[config.mk]
export PLATFORM = sky130hd
export DESIGN_NAME = mem_port_arbiter_flat
export DESIGN_NICKNAME = d
export VERILOG_FILES = /design/src/rtl/mem_arb_pkg.sv /design/src/rtl/mem_port_arbiter_if.sv /design/src/rtl/mem_arb_pick.sv /design/src/rtl/mem_port_arbiter.sv /design/src/flat_wrapper.sv
export SDC_FILE = /design/constraint.sdc
export NUM_CORES = 1
export LEC_CHECK = 0
export CAP_MARGIN = 20
export CORE_AREA = 2 2 546 548
export CTS_CLUSTER_SIZE = 10
export DETAILED_ROUTE_END_ITERATION = 10
export DIE_AREA = 0 0 548 550
export REMOVE_ABC_BUFFERS = 1
export SKIP_LAST_GASP = 1
export SLEW_MARGIN = 10
export SYNTH_ARGS = -nofsm -noshare
export SYNTH_HDL_FRONTEND = slang
export SYNTH_SLANG_ARGS = --single-unit
[constraint.sdc]
create_clock -name CLK -period 3.3 [get_ports CLK]
set_clock_uncertainty 0.1 [all_clocks]
set_input_delay 0.495 -clock CLK [delete_from_list [all_inputs] [get_ports CLK]]
set_output_delay 0.495 -clock CLK [all_outputs]
set_load 0.03 [all_outputs]
[src/rtl/mem_arb_pkg.sv]
// Shared encodings for the iCache/dCache memory port arbiter.
// State, owner and block-offset definitions used by the top and the pick logic.
package mem_arb_pkg;

  typedef enum logic [1:0] {
    IDLE   = 2'd0,
    GRANT  = 2'd1,
    ACCESS = 2'd2,
    DONE   = 2'd3
  } state_t;

  typedef enum logic {
    OWN_I = 1'b0,
    OWN_D = 1'b1
  } own_t;

  // 8 words of 32 bits per block, so the low 5 address bits select within a block.
  localparam int BLK_OFF_W = 5;

endpackage

[src/rtl/mem_port_arbiter_if.sv]
// Bundles the two cache request ports and the memory-side port of the arbiter.
// slave: arbiter view; master: the cache/memory environment view.
interface mem_port_arbiter_if #(
  parameter int ADDR_W = 32,
  parameter int BLK_W  = 256
);

  logic              i_req;
  logic              i_wr;
  logic [ADDR_W-1:0] i_addr;
  logic [BLK_W-1:0]  i_wdata;
  logic              i_done;

  logic              d_req;
  logic              d_wr;
  logic [ADDR_W-1:0] d_addr;
  logic [BLK_W-1:0]  d_wdata;
  logic              d_done;

  logic [BLK_W-1:0]  rdata;
  logic              busy;

  logic              mem_rd;
  logic              mem_wr;
  logic [ADDR_W-1:0] mem_addr;
  logic [BLK_W-1:0]  mem_wdata;
  logic [BLK_W-1:0]  mem_rdata;
  logic              mem_ack;

  modport slave (
    input  i_req, i_wr, i_addr, i_wdata,
    input  d_req, d_wr, d_addr, d_wdata,
    output i_done, d_done, rdata, busy,
    output mem_rd, mem_wr, mem_addr, mem_wdata,
    input  mem_rdata, mem_ack
  );

  modport master (
    output i_req, i_wr, i_addr, i_wdata,
    output d_req, d_wr, d_addr, d_wdata,
    input  i_done, d_done, rdata, busy,
    input  mem_rd, mem_wr, mem_addr, mem_wdata,
    output mem_rdata, mem_ack
  );

endinterface

[src/rtl/mem_arb_pick.sv]
// Grant decision between iCache and dCache, plus its fairness state.
// Default: dCache priority with a starvation limit; MEM_ARB_ROUND_ROBIN_EN selects round-robin.
module mem_arb_pick
  import mem_arb_pkg::*;
#(
  parameter int STARVE_MAX = 4
) (
  input  logic clk,
  input  logic rst_n,
  input  logic i_req,
  input  logic d_req,
  input  logic in_idle,
  output own_t grant_own
);

`ifdef MEM_ARB_ROUND_ROBIN_EN

  own_t last_own;

  always_comb begin
    grant_own = OWN_D;
    if (i_req && d_req) begin
      grant_own = (last_own == OWN_D) ? OWN_I : OWN_D;
    end else if (i_req) begin
      grant_own = OWN_I;
    end
  end

  // Reset value OWN_I makes dCache win the first contested grant.
  always_ff @(posedge clk or negedge rst_n) begin
    if (!rst_n) begin
      last_own <= OWN_I;
    end else if (in_idle && (i_req || d_req)) begin
      last_own <= grant_own;
    end
  end

`else

  localparam int CNT_W = (STARVE_MAX > 0) ? $clog2(STARVE_MAX + 1) : 1;
  localparam logic [CNT_W-1:0] CNT_MAX = CNT_W'(STARVE_MAX);

  logic [CNT_W-1:0] starve_cnt;

  always_comb begin
    grant_own = OWN_D;
    if (i_req && d_req) begin
      grant_own = (starve_cnt == CNT_MAX) ? OWN_I : OWN_D;
    end else if (i_req) begin
      grant_own = OWN_I;
    end
  end

  // Counts dCache wins while iCache is waiting; saturates at the limit.
  always_ff @(posedge clk or negedge rst_n) begin
    if (!rst_n) begin
      starve_cnt <= '0;
    end else if (in_idle) begin
      if (!i_req || grant_own == OWN_I) begin
        starve_cnt <= '0;
      end else if (starve_cnt != CNT_MAX) begin
        starve_cnt <= starve_cnt + 1'b1;
      end
    end
  end

`endif

endmodule

[src/rtl/mem_port_arbiter.sv]
// Shares one block-wide memory port between iCache and dCache (IDLE/GRANT/ACCESS/DONE).
// Optional macro MEM_ARB_ROUND_ROBIN_EN swaps starvation-limited dCache priority for round-robin.
module mem_port_arbiter
  import mem_arb_pkg::*;
#(
  parameter int ADDR_W     = 32,
  parameter int BLK_W      = 256,
  parameter int STARVE_MAX = 4
) (
  input logic             CLK,
  input logic             RESET,
  mem_port_arbiter_if.slave bus
);

  localparam logic [ADDR_W-1:0] OFF_MASK = ADDR_W'((1 << BLK_OFF_W) - 1);

  state_t            state;
  state_t            state_nxt;
  own_t              grant_own;
  own_t              own_q;
  logic              wr_q;
  logic [ADDR_W-1:0] addr_q;
  logic [BLK_W-1:0]  wdata_q;
  logic [BLK_W-1:0]  rdata_q;
  logic              in_idle;
  logic              take;

  assign in_idle = (state == IDLE);
  assign take    = in_idle && (bus.i_req || bus.d_req);

  mem_arb_pick #(
    .STARVE_MAX (STARVE_MAX)
  ) u_pick (
    .clk       (CLK),
    .rst_n     (RESET),
    .i_req     (bus.i_req),
    .d_req     (bus.d_req),
    .in_idle   (in_idle),
    .grant_own (grant_own)
  );

  always_ff @(posedge CLK or negedge RESET) begin
    if (!RESET) begin
      state <= IDLE;
    end else begin
      state <= state_nxt;
    end
  end

  always_comb begin
    state_nxt = state;
    case (state)
      IDLE:    if (take) state_nxt = GRANT;
      GRANT:   state_nxt = ACCESS;
      ACCESS:  if (bus.mem_ack) state_nxt = DONE;
      DONE:    state_nxt = IDLE;
      default: state_nxt = IDLE;
    endcase
  end

  // Request fields are captured at grant, so a requester dropping its line later is harmless.
  always_ff @(posedge CLK or negedge RESET) begin
    if (!RESET) begin
      own_q   <= OWN_I;
      wr_q    <= 1'b0;
      addr_q  <= '0;
      wdata_q <= '0;
    end else if (take) begin
      own_q <= grant_own;
      if (grant_own == OWN_I) begin
        wr_q    <= bus.i_wr;
        addr_q  <= bus.i_addr & ~OFF_MASK;
        wdata_q <= bus.i_wdata;
      end else begin
        wr_q    <= bus.d_wr;
        addr_q  <= bus.d_addr & ~OFF_MASK;
        wdata_q <= bus.d_wdata;
      end
    end
  end

  always_ff @(posedge CLK or negedge RESET) begin
    if (!RESET) begin
      rdata_q <= '0;
    end else if (state == ACCESS && bus.mem_ack && !wr_q) begin
      rdata_q <= bus.mem_rdata;
    end
  end

  always_comb begin
    bus.busy      = 1'b0;
    bus.mem_rd    = 1'b0;
    bus.mem_wr    = 1'b0;
    bus.i_done    = 1'b0;
    bus.d_done    = 1'b0;
    bus.mem_addr  = addr_q;
    bus.mem_wdata = wdata_q;
    bus.rdata     = rdata_q;
    case (state)
      IDLE: begin
        bus.busy = 1'b0;
      end
      GRANT: begin
        bus.busy = 1'b1;
      end
      ACCESS: begin
        bus.busy   = 1'b1;
        bus.mem_rd = !wr_q;
        bus.mem_wr = wr_q;
      end
      DONE: begin
        bus.busy   = 1'b1;
        bus.i_done = (own_q == OWN_I);
        bus.d_done = (own_q == OWN_D);
      end
      default: begin
        bus.busy = 1'b0;
      end
    endcase
  end

  a_done_onehot: assert property (@(posedge CLK) disable iff (!RESET)
    !(bus.i_done && bus.d_done));

  a_strobe_excl: assert property (@(posedge CLK) disable iff (!RESET)
    !(bus.mem_rd && bus.mem_wr));

endmodule

[src/flat_wrapper.sv]
// flat-port wrapper written by rule: the top's interface ports become plain ports
module mem_port_arbiter_flat import mem_arb_pkg::*;
#(
  parameter int ADDR_W     = 32,
  parameter int BLK_W      = 256,
  parameter int STARVE_MAX = 4
)
  (CLK, RESET, bus_i_req, bus_i_wr, bus_i_addr, bus_i_wdata, bus_d_req, bus_d_wr, bus_d_addr, bus_d_wdata, bus_i_done, bus_d_done, bus_rdata, bus_busy, bus_mem_rd, bus_mem_wr, bus_mem_addr, bus_mem_wdata, bus_mem_rdata, bus_mem_ack);
  mem_port_arbiter_if #(.ADDR_W(ADDR_W), .BLK_W(BLK_W)) bus_i ();
  input logic CLK;
  input logic RESET;
  input wire logic [$bits(bus_i.i_req)-1:0] bus_i_req;
  input wire logic [$bits(bus_i.i_wr)-1:0] bus_i_wr;
  input wire logic [$bits(bus_i.i_addr)-1:0] bus_i_addr;
  input wire logic [$bits(bus_i.i_wdata)-1:0] bus_i_wdata;
  input wire logic [$bits(bus_i.d_req)-1:0] bus_d_req;
  input wire logic [$bits(bus_i.d_wr)-1:0] bus_d_wr;
  input wire logic [$bits(bus_i.d_addr)-1:0] bus_d_addr;
  input wire logic [$bits(bus_i.d_wdata)-1:0] bus_d_wdata;
  output wire logic [$bits(bus_i.i_done)-1:0] bus_i_done;
  output wire logic [$bits(bus_i.d_done)-1:0] bus_d_done;
  output wire logic [$bits(bus_i.rdata)-1:0] bus_rdata;
  output wire logic [$bits(bus_i.busy)-1:0] bus_busy;
  output wire logic [$bits(bus_i.mem_rd)-1:0] bus_mem_rd;
  output wire logic [$bits(bus_i.mem_wr)-1:0] bus_mem_wr;
  output wire logic [$bits(bus_i.mem_addr)-1:0] bus_mem_addr;
  output wire logic [$bits(bus_i.mem_wdata)-1:0] bus_mem_wdata;
  input wire logic [$bits(bus_i.mem_rdata)-1:0] bus_mem_rdata;
  input wire logic [$bits(bus_i.mem_ack)-1:0] bus_mem_ack;
  assign bus_i.i_req = bus_i_req;
  assign bus_i.i_wr = bus_i_wr;
  assign bus_i.i_addr = bus_i_addr;
  assign bus_i.i_wdata = bus_i_wdata;
  assign bus_i.d_req = bus_d_req;
  assign bus_i.d_wr = bus_d_wr;
  assign bus_i.d_addr = bus_d_addr;
  assign bus_i.d_wdata = bus_d_wdata;
  assign bus_i_done = bus_i.i_done;
  assign bus_d_done = bus_i.d_done;
  assign bus_rdata = bus_i.rdata;
  assign bus_busy = bus_i.busy;
  assign bus_mem_rd = bus_i.mem_rd;
  assign bus_mem_wr = bus_i.mem_wr;
  assign bus_mem_addr = bus_i.mem_addr;
  assign bus_mem_wdata = bus_i.mem_wdata;
  assign bus_i.mem_rdata = bus_mem_rdata;
  assign bus_i.mem_ack = bus_mem_ack;
  mem_port_arbiter #(.ADDR_W(ADDR_W), .BLK_W(BLK_W), .STARVE_MAX(STARVE_MAX)) u_core (.CLK(CLK), .RESET(RESET), .bus(bus_i));
endmodule
==> run summary <==
The flow ran to the end, and the final reports show no timing, DRC or antenna violations. The total cell area at the placement stage came out at 43200 sq um. The startpoint-to-endpoint class of the critical path is reg -> out. The summed instance area of the synthesized netlist came out at around 25000 sq um. Global routing finished with a remaining overflow of 0. The area overhead of the layout relative to synthesis came out at 83.8%. In this run the horizontal extent of the chip is 548 um. The path class of the tightest hold or removal check is in -> reg. The pin count of the biggest net entering global routing is 101.

In the post-synthesis netlist, the cell with the most instances is sky130_fd_sc_hd__nand2_1. In the global route stage, met1 resource usage came out at 13.4%. In the synthesized netlist the async set-or-reset flop fraction comes to 100%.

The top fanout value on the critical path is 4. The total clock buffers created by CTS is between 80 and 90. The finished layout cell area came out at 46000 sq um.

Counting flops and latches in the post-synthesis netlist gives 546. The number of rows in the core area is 200. By count the netlist is led by 568 x sky130_fd_sc_hd__nand2_1, 546 x sky130_fd_sc_hd__dfrtp_1, 285 x sky130_fd_sc_hd__nand4_1. The number of instances in the synthesized netlist is 2197.

The total half-perimeter wirelength after legalization and detailed placement came out at about 190000 um. The starting DRC count in detailed routing is 1607. The congestion estimate from routability-driven global placement came to 0.911. The port buffer count came out at 1372. In this run the power density over the cells is 1100 nW/um^2. Before antenna repair, the detailed router went through 7 iterations.

The post-route setup TNS is 0 ns. Global routing consumed, on the met2 layer, 22.5% of the routing resources. The share of the yosys chip area belonging to registers came out at 54.6%. The average instance area after synthesis came out at 11.4 sq um. The tightest hold path in the finished design has a slack of 0.155 ns.

The worst-skew pair later-pin latency came out at 0.80 ns. The number of H-tree levels is 3. The root buffer cell chosen for the clock tree is sky130_fd_sc_hd__clkbuf_16.

The share of the synthesized area in the top cell type came out at 54.6%. The number of antenna violations at the first check in global routing came to 114. In this run the deepest clock path goes through 4 buffers. The pre-CTS setup slack is 0.586 ns. The net count reported at finish came out at 4365. The period utilization is 92.5%. The die covers 301000 sq um. The total via count after detailed routing came out at 24700. For met3 alone, demand over resource in global routing was 11.0%. The post-detailed-route DRC marker count is 0. The number of distinct library cell variants in the gate-level netlist after synthesis is 34.

Dividing the detail-routed wire length by the instance count gives 29.1 um. Setup repair after global routing left no endpoint under its margin. The highest clock frequency the design can meet came out at between 300 and 400 MHz. The number of flops mapped to enable cells by yosys is 0. The shortest clock period the worst path allows after layout came out at ~3 ns. The region available for standard cell placement spans 296000 sq um. The routed design has 220000 um of wire.

The initial cell density of the core came out at 8.47%. Sorting the synthesized cells by area gives the leading types as sky130_fd_sc_hd__dfrtp_1 55%, sky130_fd_sc_hd__mux2_4 12%, sky130_fd_sc_hd__nand2_1 8.5%. The count of boundary I/O pins is 1388. The global-route wire length before repair is between 200000 and 300000 um. TritonCTS built the clock tree.

The total track usage came out at 14.0%. The cell type with the highest aggregate area in the netlist is sky130_fd_sc_hd__dfrtp_1. The actual transition at the worst max-transition pin came out at 0.996 ns.

The worst setup path is launched from a flip-flop. The data arrival at the endpoint of the critical path is 2.46 ns. The share of layout cells above drive strength 1 is between 10% and 20%. The leakage power figure came out at 17.7 nW.

The routing layer with the top usage in global route is met2. The number of clock sinks is 546. The flip-flop cell with the highest count after synthesis is sky130_fd_sc_hd__dfrtp_1.

The count of antenna-violating nets left after detailed routing came out at 0. Clock-pin slew was measured on the worst setup and hold paths at 0.06 ns. The final total power came out at approximately 51 mW.

The final-report max-slew violation count was 0. The reported max-cap violation count is 0. During synthesis, Yosys emitted a total of 0 warnings.

The hold violation count in the final report came out at 0. The worst ir drop on vdd is 0.475 mV. Measured against its own limit, the worst slew margin works out to 33.6%. The worst setup path is captured at a primary output.

The final number of setup-violating endpoints came out at 0. The die span in y came out at 550 um. Using the TritonRoute via totals, the vias-per-cell ratio works out to between 3 and 4. The worst path setup slack after routing is 0.248 ns. The via count of the first global-routing pass came out at 25500.

The required time of the critical path is 2.70 ns.
cell type report:
cell class	instances	area, sq um
Fill cell	33000	250000
Timing Repair Buffer	1459	14600
Sequential cell	546	13700
Multi-Input combinational cell	1425	9990
Tap cell	3939	4930
Clock buffer	115	2360
Clock inverter	21	304
Antenna cell	38	95.1
Inverter	7	26.3
critical path, cell delays in order, from the launching register on:
cell and delay [ns]:
sky130_fd_sc_hd__dfrtp_1 0.40, sky130_fd_sc_hd__inv_1 0.14, sky130_fd_sc_hd__ha_1 0.29, sky130_fd_sc_hd__nor2b_4 0.25
sky130_fd_sc_hd__dlygate4sd2_1 0.57
sequential cells by signal (all words and copies together) (netlist names):
signal and count:
u_core.state 2, u_core.bus.rdata 256, u_core.wr_q 1, u_core.bus.mem_wdata 256
u_core.own_q 1, u_core.bus.mem_addr 27, u_core.u_pick.starve_cnt 3
what timing repair did:
action / in CTS / in global routing
setup buffers: 0 / 1
hold endpoints to repair: 40 / 0
endpoints found under the setup margin: 2 / 1
pin swaps: 0 / 1
gates resized for setup: 2 / 0
hold buffers: 1 / 0
metrics by stage:
step           instances  util [%]
2_1_floorplan       1978         -
3_3_place_gp        7374      14.6
3_5_place_dp        7374      14.6
4_1_cts             7511      15.5
5_1_grt             7524      15.5
6_report            7550      15.6
path summary, 6_finish.rpt:
kind                                      startpoint                   endpoint  slack, ns  cells past startpoint
setup / recovery                     u_core.state[0]                 bus_mem_rd       0.25                      4
hold / removal                             bus_i_req  u_core.bus.mem_wdata[253]       0.16                      3
setup reg to reg                     u_core.state[1]   u_core.bus.mem_wdata[79]       0.88                      7
hold reg to reg            u_core.bus.mem_wdata[189]  u_core.bus.mem_wdata[189]       0.39                      2
max in group asynchronous                      RESET  u_core.bus.mem_wdata[169]       1.79                      3
min in group asynchronous                      RESET      u_core.bus.rdata[143]       0.32                      2
cells by family (layout without fill, tap and decap cells):
family                   after synthesis  count (layout)  synth area share [%]
multiplexers                         258             258                  14.6
flip-flops                           546             546                  54.6
other                                  1              43                0.0150
buffers and inverters                230            1602                  5.77
adder cells (fa/ha/maj)                6               6                 0.300
AND/OR/NAND/NOR                      862             862                  15.9
AO/OA/AOI/OAI                        294             294                  8.85
power by group:
part	internal, mW	switching (mW)	leakage [nW]
sequential	10.1	2.25	6.61
combinational	10.5	18.7	9.77
clock	5.35	3.69	1.30
total	25.9	24.6	17.7
layout by cell type (no fill, tap or decap), types with 2 or more instances in the layout:
| master | netlist | final |
|---|---|---|
| sky130_fd_sc_hd__mux2_4 | 200 | 200 |
| sky130_fd_sc_hd__clkdlybuf4s50_1 | 0 | 1327 |
| sky130_fd_sc_hd__diode_2 | 0 | 38 |
| sky130_fd_sc_hd__clkbuf_8 | 0 | 18 |
| sky130_fd_sc_hd__nand2_1 | 568 | 568 |
| sky130_fd_sc_hd__clkbuf_1 | 47 | 15 |
| sky130_fd_sc_hd__ha_1 | 6 | 5 |
| sky130_fd_sc_hd__dfrtp_1 | 546 | 546 |
| sky130_fd_sc_hd__inv_6 | 0 | 2 |
| sky130_fd_sc_hd__nand4_1 | 285 | 285 |
| sky130_fd_sc_hd__buf_4 | 30 | 98 |
| sky130_fd_sc_hd__dlygate4sd2_1 | 0 | 2 |
| sky130_fd_sc_hd__clkinvlp_4 | 0 | 3 |
| sky130_fd_sc_hd__buf_12 | 0 | 28 |
| sky130_fd_sc_hd__o211ai_1 | 284 | 284 |
| sky130_fd_sc_hd__inv_1 | 6 | 6 |
| sky130_fd_sc_hd__clkinv_8 | 0 | 2 |
| sky130_fd_sc_hd__buf_8 | 0 | 2 |
| sky130_fd_sc_hd__mux2_2 | 57 | 57 |
| sky130_fd_sc_hd__and2_1 | 2 | 2 |
| sky130_fd_sc_hd__clkinv_4 | 0 | 3 |
| sky130_fd_sc_hd__clkinv_2 | 0 | 5 |
| sky130_fd_sc_hd__clkbuf_16 | 0 | 82 |
| sky130_fd_sc_hd__bufinv_16 | 0 | 5 |
| sky130_fd_sc_hd__conb_1 | 1 | 5 |
layer usage:
metal,share of wire (%),vias up,routed length [um]
met4,4.0,44,8730
met2,45,1465,99400
met3,18,290,39200
met1,33,12300,71900
li1,-,10600,-
met5,0.14,-,299
(Power assumes the default switching activity.)
